File: config.mk
export PLATFORM = sky130hd
export DESIGN_NAME = fetch_buffered
export DESIGN_NICKNAME = d
export VERILOG_FILES = /design/src/rtl/fetch_pkg.sv /design/src/rtl/fetch_fifo.sv /design/src/rtl/fetch_buffered.sv
export SDC_FILE = /design/constraint.sdc
export NUM_CORES = 1
export LEC_CHECK = 0
export ABC_AREA = 1
export BUFFER_PORTS_ARGS = -buffer_cell sky130_fd_sc_hd__buf_2
export CAP_MARGIN = 0
export CORE_MARGIN = 2
export CORE_UTILIZATION = 55
export DETAILED_ROUTE_END_ITERATION = 10
export PLACE_DENSITY = 0.85
export SLEW_MARGIN = 30
export SYNTH_ARGS = -nofsm -noshare
export SYNTH_HDL_FRONTEND = slang
export SYNTH_SLANG_ARGS = --single-unit
File: constraint.sdc
create_clock -name clk -period 9.8 [get_ports clk]
set_input_delay 0.98 -clock clk [delete_from_list [all_inputs] [get_ports clk]]
set_output_delay 0.98 -clock clk [all_outputs]
set_load 0.01 [all_outputs]
File: src/rtl/fetch_pkg.sv
// fetch_pkg: shared defaults for the instruction-fetch slice.
//   XLEN_DEF / ILEN_DEF : default PC and instruction widths
//   PC_STEP_DEF         : sequential PC increment (word-addressed ROM)
//   DEPTH_DEF           : default prefetch queue depth
//   RESET_PC_DEF        : fetch address after reset
//   NOP_INSTR           : encoding decode inserts for bubbles
package fetch_pkg;
   localparam int unsigned XLEN_DEF     = 32;
   localparam int unsigned ILEN_DEF     = 32;
   localparam int unsigned PC_STEP_DEF  = 1;
   localparam int unsigned DEPTH_DEF    = 4;
   localparam logic [31:0] RESET_PC_DEF = 32'h0000_0000;
   localparam logic [31:0] NOP_INSTR    = 32'h0000_0013;
endpackage

File: src/rtl/fetch_fifo.sv
// fetch_fifo: synchronous DEPTH x WIDTH FIFO holding {pc, instr} entries.
//   clk, rst   : clock, asynchronous active-high reset
//   flush      : empties the FIFO (overrides push and pop)
//   push/data  : write push_data at the tail
//   pop        : drop the head entry (caller guarantees non-empty)
//   head       : current head entry (undefined when count == 0)
//   count      : number of valid entries, 0..DEPTH
module fetch_fifo #(
   parameter int unsigned WIDTH = 64,
   parameter int unsigned DEPTH = 4
) (
   input  logic                         clk,
   input  logic                         rst,
   input  logic                         flush,
   input  logic                         push,
   input  logic [WIDTH-1:0]             push_data,
   input  logic                         pop,
   output logic [WIDTH-1:0]             head,
   output logic [$clog2(DEPTH+1)-1:0]   count
);
   localparam int unsigned PW = $clog2(DEPTH);
   localparam int unsigned CW = $clog2(DEPTH+1);

   logic [WIDTH-1:0] mem [DEPTH];
   logic [PW-1:0]    wr_ptr;
   logic [PW-1:0]    rd_ptr;

   // DEPTH is a power of two, so pointer wrap is the natural overflow.
   always_ff @(posedge clk or posedge rst) begin
      if (rst) begin
         wr_ptr <= '0;
         rd_ptr <= '0;
         count  <= '0;
      end else if (flush) begin
         wr_ptr <= '0;
         rd_ptr <= '0;
         count  <= '0;
      end else begin
         if (push) wr_ptr <= wr_ptr + 1'b1;
         if (pop)  rd_ptr <= rd_ptr + 1'b1;
         count <= count + CW'(push) - CW'(pop);
      end
   end

   always_ff @(posedge clk) begin
      if (push && !flush) mem[wr_ptr] <= push_data;
   end

   assign head = mem[rd_ptr];
endmodule

File: src/rtl/fetch_buffered.sv
// fetch_buffered: instruction fetch with a DEPTH-entry prefetch queue.
// Issues reads to a one-cycle-latency ROM, queues {pc, instr} responses
// and hands them to decode over valid/ready; redirect flushes and restarts.
//   clk, rst                : clock, asynchronous active-high reset
//   redirect/redirect_target: taken branch/jump and its target PC
//   rom_en/rom_addr         : ROM read request and address
//   rom_data                : ROM data, valid the cycle after rom_en
//   instr_valid/instr_ready : decode handshake for the queue head
//   instr/instr_pc          : head instruction and its PC (0 when invalid)
module fetch_buffered
   import fetch_pkg::*;
#(
   parameter int unsigned     XLEN     = XLEN_DEF,
   parameter int unsigned     ILEN     = ILEN_DEF,
   parameter int unsigned     PC_STEP  = PC_STEP_DEF,
   parameter int unsigned     DEPTH    = DEPTH_DEF,
   parameter logic [XLEN-1:0] RESET_PC = XLEN'(RESET_PC_DEF)
) (
   input  logic            clk,
   input  logic            rst,
   input  logic            redirect,
   input  logic [XLEN-1:0] redirect_target,
   output logic            rom_en,
   output logic [XLEN-1:0] rom_addr,
   input  logic [ILEN-1:0] rom_data,
   output logic            instr_valid,
   input  logic            instr_ready,
   output logic [ILEN-1:0] instr,
   output logic [XLEN-1:0] instr_pc
);
   localparam int unsigned CW = $clog2(DEPTH+1);

   logic [XLEN-1:0]      fetch_pc;
   logic                 inflight;
   logic [XLEN-1:0]      inflight_pc;
   logic [CW-1:0]        count;
   logic [XLEN+ILEN-1:0] head;
   logic                 deq;
   logic                 push;
   logic [CW:0]          pending;

   fetch_fifo #(
      .WIDTH (XLEN + ILEN),
      .DEPTH (DEPTH)
   ) u_fifo (
      .clk       (clk),
      .rst       (rst),
      .flush     (redirect),
      .push      (push),
      .push_data ({inflight_pc, rom_data}),
      .pop       (deq),
      .head      (head),
      .count     (count)
   );

   assign instr_valid = (count != '0) && !redirect;
   assign deq         = instr_valid && instr_ready;
   assign push        = inflight && !redirect;

   // Credit check: entries held after this cycle's dequeue plus the word
   // already in flight must leave room for the word issued now.
   always_comb begin
      pending = {1'b0, count} + {{CW{1'b0}}, inflight} - {{CW{1'b0}}, deq};
      rom_en  = !rst && !redirect && (pending < (CW+1)'(DEPTH));
   end

   assign rom_addr = fetch_pc;
   assign instr    = instr_valid ? head[ILEN-1:0] : '0;
   assign instr_pc = instr_valid ? head[XLEN+ILEN-1:ILEN] : '0;

   always_ff @(posedge clk or posedge rst) begin
      if (rst) begin
         fetch_pc    <= RESET_PC;
         inflight    <= 1'b0;
         inflight_pc <= '0;
      end else if (redirect) begin
         fetch_pc <= redirect_target;
         inflight <= 1'b0;
      end else if (rom_en) begin
         fetch_pc    <= fetch_pc + XLEN'(PC_STEP);
         inflight    <= 1'b1;
         inflight_pc <= fetch_pc;
      end else begin
         inflight <= 1'b0;
      end
   end
endmodule

==> qor.yml, run 1 <==
run_status:
  status: "complete, no violations"
detailed_routing:
  via_per_inst: 5.55
  drt_iter0_markers: 1116
  ant_nets: 0
  wirelength_um: 32400
  vias: 10326
  drc: 0
  wl_per_cell_um: 17.4
  dr.pass1.iters: 7
final_layout:
  drive_above_1_share_pct: 17.8
  fin_area_mm2: 0.0163
  mostFrequentLayoutCells: "nor2_1 (306), edfxtp_1 (256), nand2_1 (226)"
  diodes: 0
  layout.nets: 1587
  layout.cells.most_common: "nor2_1"
  fin_util_pct: 64.6
  syn_to_final_growth_pct: 14.7
global_route:
  grt_max_degree: 109
  grt_util_met1_pct: 32.1
  grtUsageMet2_pct: 40.1
  top_usage_layer: "met2"
  overflow: 0
  use_met3_pct: 4.24
  grt_use_total_pct: 23.8
  antenna_found_initial: 0
  grt_pass1_wl_um: 50100
  grt_pass1_vias: 10001
clock_tree:
  cts_sinks: 328
  cts_root_buf: "clkbuf_16"
  htreeDepth: 2
  cts-hold-fix-buffers: 0
  clockBufferDepth: 3
  clk_pin_slew_worst_paths_ns: 0.06
  insertion_delay_ns: 0.51
  tritoncts: "done"
  cts-resized-gates: 0
  cts_buffers: 34
  post_cts_buffers: 0
synthesis:
  synth_cells: 1366
  yosys_warnings: 0
  avgSynthCellArea_um2: 10.4
  yosysSeqAreaShare_pct: 66.7
  ys_ff_latch: 328
  netlist_area_mm2: 0.0142
  syn-num-nets: 1444
  ys_types: 34
floorplanning:
  dieArea_mm2: 0.0271
  initial_core_util_pct: 56.3
  ios: 166
  die_h_um: 165
  core-area_mm2: 0.0253
  rows: 58
  die_w_um: 165
timing:
  min_period_ns: 4.13
  rsz0062_at_grt: "false"
  setup_violations: 0
  slew_violations: 0
  maxSlewHeadroom_pct: 35.4
  timing.setup.tns_ns: 0
  clock-skew-final_ns: 0.0187
  fin_crit_sh_pct: 42.1
  fmax_mhz: 242
  worstMarginPinSlew_ns: 0.970
  hold_violations: 0
setup_path:
  worstPathRequired_ns: 8.82
  critical_path_arrival_ns: 3.15
  crit_fanout: 65
  worstSetupPathType: "flop to output port"
  start_kind: "flop"
  cp-end-kind: "output port"
power_and_ir_drop:
  p_per_area_mw_per_mm2: 262
  peakVddDrop_uv: 163
  p_leak_uw: 0.00652
place:
  hpwl_um: 19000
  post_dp_cell_area_mm2: 0.0152
  io_buffer_count: 165
  gp_congestion: 1.01
run:
  maxCapViolations: 0
hold_path:
  hold_path_class: "flop to flop"
flip-flops by register name, indices dropped and copies added, names as in the netlist:
register	flops
inflight	1
u_fifo.wr_ptr	2
u_fifo.mem	256
u_fifo.count	3
u_fifo.rd_ptr	2
inflight_pc	32
rom_addr	32
where the power goes:
part           switching, µW  total (µW)  internal, µW
Sequential               187        1910          1720
Combinational            790        1140           349
Clock                    508        1220           709
worst paths after layout:
check                                 start                 to  slack (ns)  depth (start not counted)
max in group asynchronous               rst   u_fifo.rd_ptr[0]        8.64                          3
max reg2reg                 u_fifo.count[1]       rom_addr[11]        6.92                         15
min                         inflight_pc[24]  u_fifo.mem[0][56]        0.52                          0
min in group asynchronous               rst       rom_addr[19]        0.67                          3
min reg2reg                 inflight_pc[24]  u_fifo.mem[0][56]        0.52                          0
max                        u_fifo.rd_ptr[1]          instr[15]        5.67                          7
through the flow:
step / total power, µW / hold WS, ns / instances / worst slack [ns]
global placement: 3020 / 0.492 / 1802 / 5.81
finish: 4270 / 0.519 / 1862 / 5.67
detailed placement: 3070 / 0.504 / 1802 / 5.73
CTS: 4280 / 0.523 / 1861 / 5.67
floorplan: 2690 / 0.476 / 1366 / 5.18
global route: 4500 / 0.546 / 1862 / 5.49
area by class of cell:
| type | instances | area [µm²] |
|---|---|---|
| Clock buffer | 42 | 902 |
| Clock inverter | 17 | 144 |
| Fill cell | 1883 | 8950 |
| Inverter | 62 | 233 |
| Multi-Input combinational cell | 906 | 4170 |
| Sequential cell | 328 | 9490 |
| Tap cell | 330 | 413 |
| Timing Repair Buffer | 177 | 947 |
cell families after synthesis:
logic type,synth area share (%)
flops,66.7
compound gates,9.31
fa+ha+maj,0.933
buf+inv,4.14
simple gates,18.9
metal layers:
metal / routed length [µm] / share of wire, % / vias to the layer above
met4: 687 / 2.1 / 0
met2: 15500 / 48 / 457
li1: - / - / 4914
met3: 2730 / 8.4 / 59
met5: 0 / 0 / -
met1: 13500 / 42 / 4896
cell usage after synthesis, drive strengths merged:
| cell type | n | area, µm² |
|---|---|---|
| nor3 | 2 | 10.0 |
| nand3 | 78 | 413 |
| nand2 | 236 | 950 |
| fa | 1 | 20.0 |
| ha | 9 | 113 |
| nand4 | 1 | 6.26 |
| clkbuf | 19 | 72.6 |
| dfrtp | 72 | 1800 |
| inv | 60 | 225 |
| buf | 51 | 283 |
| a31oi | 1 | 12.5 |
| edfxtp | 256 | 7690 |
| or2 | 1 | 6.26 |
| clkinv | 2 | 7.51 |
| nor2 | 323 | 1300 |
| o21ai | 176 | 907 |
| o21bai | 4 | 30.0 |
| a21oi | 74 | 374 |
critical path, cell delays in order, from the launching register on:
cell and delay (ns):
dfrtp_2 0.34, buf_4 0.63, inv_2 0.55, buf_4 0.43
nor2_1 0.14, o21ai_0 0.10, a21oi_1 0.25, buf_2 0.18
No activity file was read; power rests on OpenSTA's default activity.
==> run 2: changes to the inputs <==
Settings changed: ABC_AREA 1 to 0.
Clock period 9.8 ns to 4.1 ns, I/O delays scaled along.
==> qor.yml, run 2 <==
run_status:
  status: "complete, no violations"
synthesis:
  synth.most_common_cell: "edfxtp_1"
  ys_types: 55
  yosys_warnings: 0
  yosysSeqAreaShare_pct: 70.9
  synth_top_area_cell: "edfxtp_1"
  synth-edff-count: 256
  netlist_area_mm2: 0.0134
  synthFlopType: "edfxtp_1"
  syn-num-nets: 909
  synth_area_leaders: "edfxtp_1 (57%), dfrtp_1 (13%), mux4_2 (11%)"
  synth_cells: 831
  netlist_top_cells_count: "edfxtp_1 (256), nand2_1 (119), dfrtp_1 (72)"
  yosys.area.top_type_share_pct: 57.4
  synth-async-reset-ratio_pct: 22.0
  ys_ff_latch: 328
  avgSynthCellArea_um2: 16.1
final_layout:
  fin_area_mm2: 0.0158
  layout.cells.most_common: "edfxtp_1"
  regMostFlops: "u_fifo.mem"
  mostFrequentLayoutCells: "edfxtp_1 (256), buf_2 (165), nand2_1 (119)"
  fin_cells: 1353
  layout.nets: 1081
  syn_to_final_growth_pct: 18.1
  largest_reg_flops: 256
  drive_above_1_share_pct: 30.8
  diodes: 0
setup_path:
  r2r_slack_ns: 0.59
  cp-end-kind: "output port"
  rr_endpoint: "rom_addr[25]"
  worstPathCellList: "nor3_1, nor2_4, and2_1, ha_1, inv_1, ha_1, and3b_4, o2111a_1, nor2_4, buf_4, inv_1, buf_2"
  worstSetupPathType: "flop to output port"
  start_kind: "flop"
  r2r-start: "u_fifo.count[1]"
  critical_path_arrival_ns: 3.21
  crit_fanout: 25
  ff2ff_path_depth: 12
  critPathSlowestCell: "dfrtp_1"
  worstPathRequired_ns: 3.69
  cpPeakStageDelay_ns: 0.43
timing:
  setup_violations: 0
  hold_violations: 0
  fmax_mhz: 276
  maxSlewHeadroom_pct: 51.4
  clock-skew-final_ns: 0.0192
  whs_ns: 0.117
  timing.setup.tns_ns: 0
  worstMarginPinSlew_ns: 0.729
  fin_crit_sh_pct: 88.2
  slew_violations: 0
  min_period_ns: 3.62
  rsz0062_at_grt: "false"
global_route:
  antenna_found_initial: 0
  grt_max_degree: 73
  grt_pass1_vias: 7928
  grt_use_total_pct: 21.4
  overflow: 0
  grt_pass1_wl_um: 43000
hold_path:
  min_to: "rom_addr[6]"
  hold_path_class: "primary input to flop"
  min_from: "redirect_target[6]"
  hold_depth: 3
floorplanning:
  dieArea_mm2: 0.0256
  initial_core_util_pct: 55.6
  rows: 57
  ios: 166
  die_h_um: 160
  core-area_mm2: 0.0241
  die_w_um: 160
place:
  placed_cells: 1286
  gp_congestion: 0.899
  post_dp_cell_area_mm2: 0.0146
  hpwl_um: 15900
  io_buffer_count: 165
detailed_routing:
  drc: 0
  wirelength_um: 27200
  wl_per_cell_um: 20.1
  drt_iter0_markers: 676
  dr.pass1.iters: 5
  vias: 7754
  via_per_inst: 5.73
  ant_nets: 0
clock_tree:
  insertion_delay_ns: 0.51
  clockBufferDepth: 3
  cts-resized-gates: 0
  cts_root_buf: "clkbuf_16"
  htreeDepth: 2
  clk_pin_slew_worst_paths_ns: 0.06
  tritoncts: "done"
  cts_sinks: 328
  cts_buffers: 34
  cts-hold-fix-buffers: 0
  post_cts_buffers: 0
power_and_ir_drop:
  p_leak_uw: 0.00588
  power.total_uw: 9370
  peakVddDrop_uv: 367
  p_per_area_mw_per_mm2: 592
run:
  maxCapViolations: 0
[run 2: area by class of cell]
type | instances | area (µm²)
clock buffer | 49 | 1020
clock inverter | 13 | 121
fill | 1693 | 8290
inverter | 18 | 67.6
multi-input combinational | 442 | 3680
sequential | 328 | 9500
tap | 324 | 405
timing repair buffer | 179 | 1020
[run 2: worst max-delay path by stage]
stage | from | to
after CTS | u_fifo.count[1] | rom_en
after global placement | u_fifo.count[1] | rom_addr[25]
after global routing | u_fifo.count[1] | rom_en
after floorplan | rst | rom_addr[15]
after detailed placement | u_fifo.count[1] | rom_addr[25]
final | u_fifo.count[1] | rom_en
[run 2: logic make-up (layout without fill, tap and decap cells)]
| logic type | count (synthesis) | after routing | synth area share, % |
|---|---|---|---|
| buffers and inverters | 61 | 259 | 1.83 |
| AOI/OAI and AO/OA | 75 | 75 | 3.72 |
| DFF | 328 | 328 | 70.9 |
| and+or+nand+nor | 273 | 273 | 10.5 |
| muxes | 68 | 68 | 11.1 |
| xor gates and xnor gates | 16 | 16 | 1.05 |
| adders and majority gates | 10 | 10 | 0.990 |
[run 2: power by group]
| group | internal (µW) | switching (µW) |
|---|---|---|
| clock network | 1870 | 1210 |
| logic | 843 | 940 |
| registers | 4130 | 378 |
[run 2: critical path, delay by kind of cell, from the launching register on]
family	cells	cell delay [ns]
fa+ha+maj	2	0.43
buf+inv	4	0.55
flops	1	0.43
simple gates	5	0.99
compound gates	1	0.30
[run 2: per-stage QoR]
stage          util (%)  setup slack, ns
2_1_floorplan         -            0.505
3_3_place_gp       60.4            0.731
3_5_place_dp       60.4            0.609
4_1_cts            65.1            0.453
5_1_grt            65.6            0.242
6_report           65.6            0.483
[run 2: routing by layer]
metal,track usage [%],vias up,share of wire [%]
met4,5.32,0,1.6
met1,30.9,3893,43
li1,-,3505,-
met2,34.4,319,48
met5,0,-,0
met3,3.77,37,6.7
==> run 3: changes to the inputs <==
Settings changed: CORE_UTILIZATION 55 to 52.
Clock period 4.1 ns to 3.17 ns, I/O delays scaled along.
==> qor.yml, run 3 (same netlist as run 2, synthesis figures left out) <==
final_layout:
  mostFrequentLayoutCells: "edfxtp_1 (256), buf_2 (165), nand2_1 (119)"
  layout.cells.most_common: "edfxtp_1"
  largest_reg_flops: 256
  syn_to_final_growth_pct: 20.6
  regMostFlops: "u_fifo.mem"
  layout.nets: 1101
  fin_util_pct: 63.9
  fillers: 1750
  drive_above_1_share_pct: 32.7
floorplanning:
  die_w_um: 164
  dieArea_mm2: 0.0271
  rows: 58
  core-area_mm2: 0.0253
  initial_core_util_pct: 53.0
  ios: 166
  die_h_um: 164
clock_tree:
  clockBufferDepth: 3
  cts_buffers: 34
  clk_pin_slew_worst_paths_ns: 0.06
  tritoncts: "done"
  htreeDepth: 2
  cts_root_buf: "clkbuf_16"
  insertion_delay_ns: 0.51
  cts_sinks: 328
setup_path:
  start_kind: "flop"
  critical_path_arrival_ns: 2.78
  worstPathRequired_ns: 2.85
  crit_fanout: 4
  cp-end-kind: "output port"
  worstSetupPathType: "flop to output port"
power_and_ir_drop:
  seqPwrFrac_pct: 46.4
  peakVddDrop_uv: 420
  swShare_pct: 26.6
  combPwrFrac_pct: 19.4
  pwr-share-clk_pct: 34.2
  internal_power_uw: 9250
  power.total_uw: 12600
  p_leak_uw: 0.00603
  p_per_area_mw_per_mm2: 780
  p_switching_uw: 3350
global_route:
  grt_pass1_vias: 7795
  overflow: 0
  use_met3_pct: 3.54
  grt_pass1_wl_um: 43400
  grt_max_degree: 73
  antenna_found_initial: 1
  top_usage_layer: "met2"
  grtUsageMet2_pct: 35.1
  grt_use_total_pct: 21.2
  grt_util_met1_pct: 29.1
detailed_routing:
  via_per_inst: 5.75
  drc: 0
  dr.pass1.iters: 5
  wl_per_cell_um: 20.7
  drt_iter0_markers: 675
  ant_nets: 0
  vias: 7938
  wirelength_um: 28500
timing:
  slew_violations: 0
  worstMarginPinSlew_ns: 0.865
  maxSlewHeadroom_pct: 41.8
  post-route-worst-setup-slack_ns: 0.0725
  fmax_mhz: 323
  setup_violations: 0
  clock-skew-final_ns: 0.0179
  min_period_ns: 3.10
  hold_violations: 0
  fin_crit_sh_pct: 97.7
hold_path:
  hold_path_class: "primary input to flop"
run_status:
  status: "complete, no violations"
run:
  maxCapViolations: 0
place:
  io_buffer_count: 165
  hpwl_um: 17800
  place_ws_ns: 0.0574
  gp_congestion: 0.873
[run 3: cell count changes in the layout (fill, tap and decap cells not counted), moves of 2 or more]
cell / before / now
buf_16: 2 / 0
clkbuf_1: 8 / 2
bufinv_16: 2 / 7
buf_4: 7 / 22
dlygate4sd3_1: 0 / 2
a2111oi_4: 0 / 2
a2111oi_2: 3 / 1
clkinv_1: 3 / 8
buf_12: 4 / 8
[run 3: through the flow]
step / hold WS [ns] / instances / area, µm² / setup TNS, ns
final: 0.0208 / 1380 / 16100 / 0
after global routing: 0.0141 / 1380 / 16100 / -0.00555
after CTS: 0.00141 / 1376 / 16100 / -0.0232
after detailed placement: 0.502 / 1310 / 14800 / 0
after global placement: 0.493 / 1310 / 14800 / 0
after floorplan: 0.416 / 831 / 13400 / 0
[run 3: metal layers]
| metal | routed length, µm | share of wire (%) |
|---|---|---|
| met1 | 11700 | 41 |
| met2 | 14100 | 49 |
| met3 | 1950 | 6.8 |
| met4 | 796 | 2.8 |
| met5 | 0 | 0 |
[run 3: repair_timing]
| item | 4_1_cts | 5_1_grt |
|---|---|---|
| setup buffers | 2 | 3 |
| resized for setup | 4 | 7 |
| endpoints found under the setup margin | 6 | 20 |
| hold buffers | 2 | 0 |
| pin swaps | 2 | 3 |
| endpoints found under the hold margin | 2 | 0 |
[run 3: worst paths after layout]
kind                                    start                end  slack, ns  depth (start not counted)
setup / recovery              u_fifo.count[2]             rom_en       0.07                         13
hold / removal             redirect_target[4]        rom_addr[4]       0.02                          3
setup reg to reg              u_fifo.count[2]        rom_addr[9]       0.15                         13
hold reg to reg               inflight_pc[16]  u_fifo.mem[1][48]       0.51                          0
max in group asynchronous                 rst   u_fifo.rd_ptr[1]       2.61                          3
min in group asynchronous                 rst           inflight       0.06                          3
[run 3: power groups by stage]
stage                     Clock [µW]  Combinational (µW)  Sequential (µW)
after global routing            4560                2690             5930
final                           4320                2440             5840
after global placement             0                2330             5870
after CTS                       4380                2430             5850
after detailed placement           0                2380             5930
after floorplan                    0                1640             5710
[run 3: worst max-delay path, cell delays in order (launching register included)]
cell and delay, ns:
dfrtp_1 0.40, nor3_2 0.21, buf_4 0.16, nor2_4 0.03
and2_4 0.17, ha_4 0.16, inv_2 0.04, ha_1 0.21
and3b_4 0.20, o2111a_2 0.30, nor2_4 0.13, buf_6 0.11
inv_1 0.03, buf_2 0.13
[run 3: area by class of cell]
class                           instances  area, µm²  area share [%]
Inverter                               18       71.3           0.442
Clock buffer                           41        961            5.95
Sequential cell                       328       9500            58.8
Timing Repair Buffer                  199       1190            7.39
Multi-Input combinational cell        442       3740            23.1
Antenna cell                            1       2.50          0.0155
Clock inverter                         21        274            1.70
Tap cell                              330        413            2.56
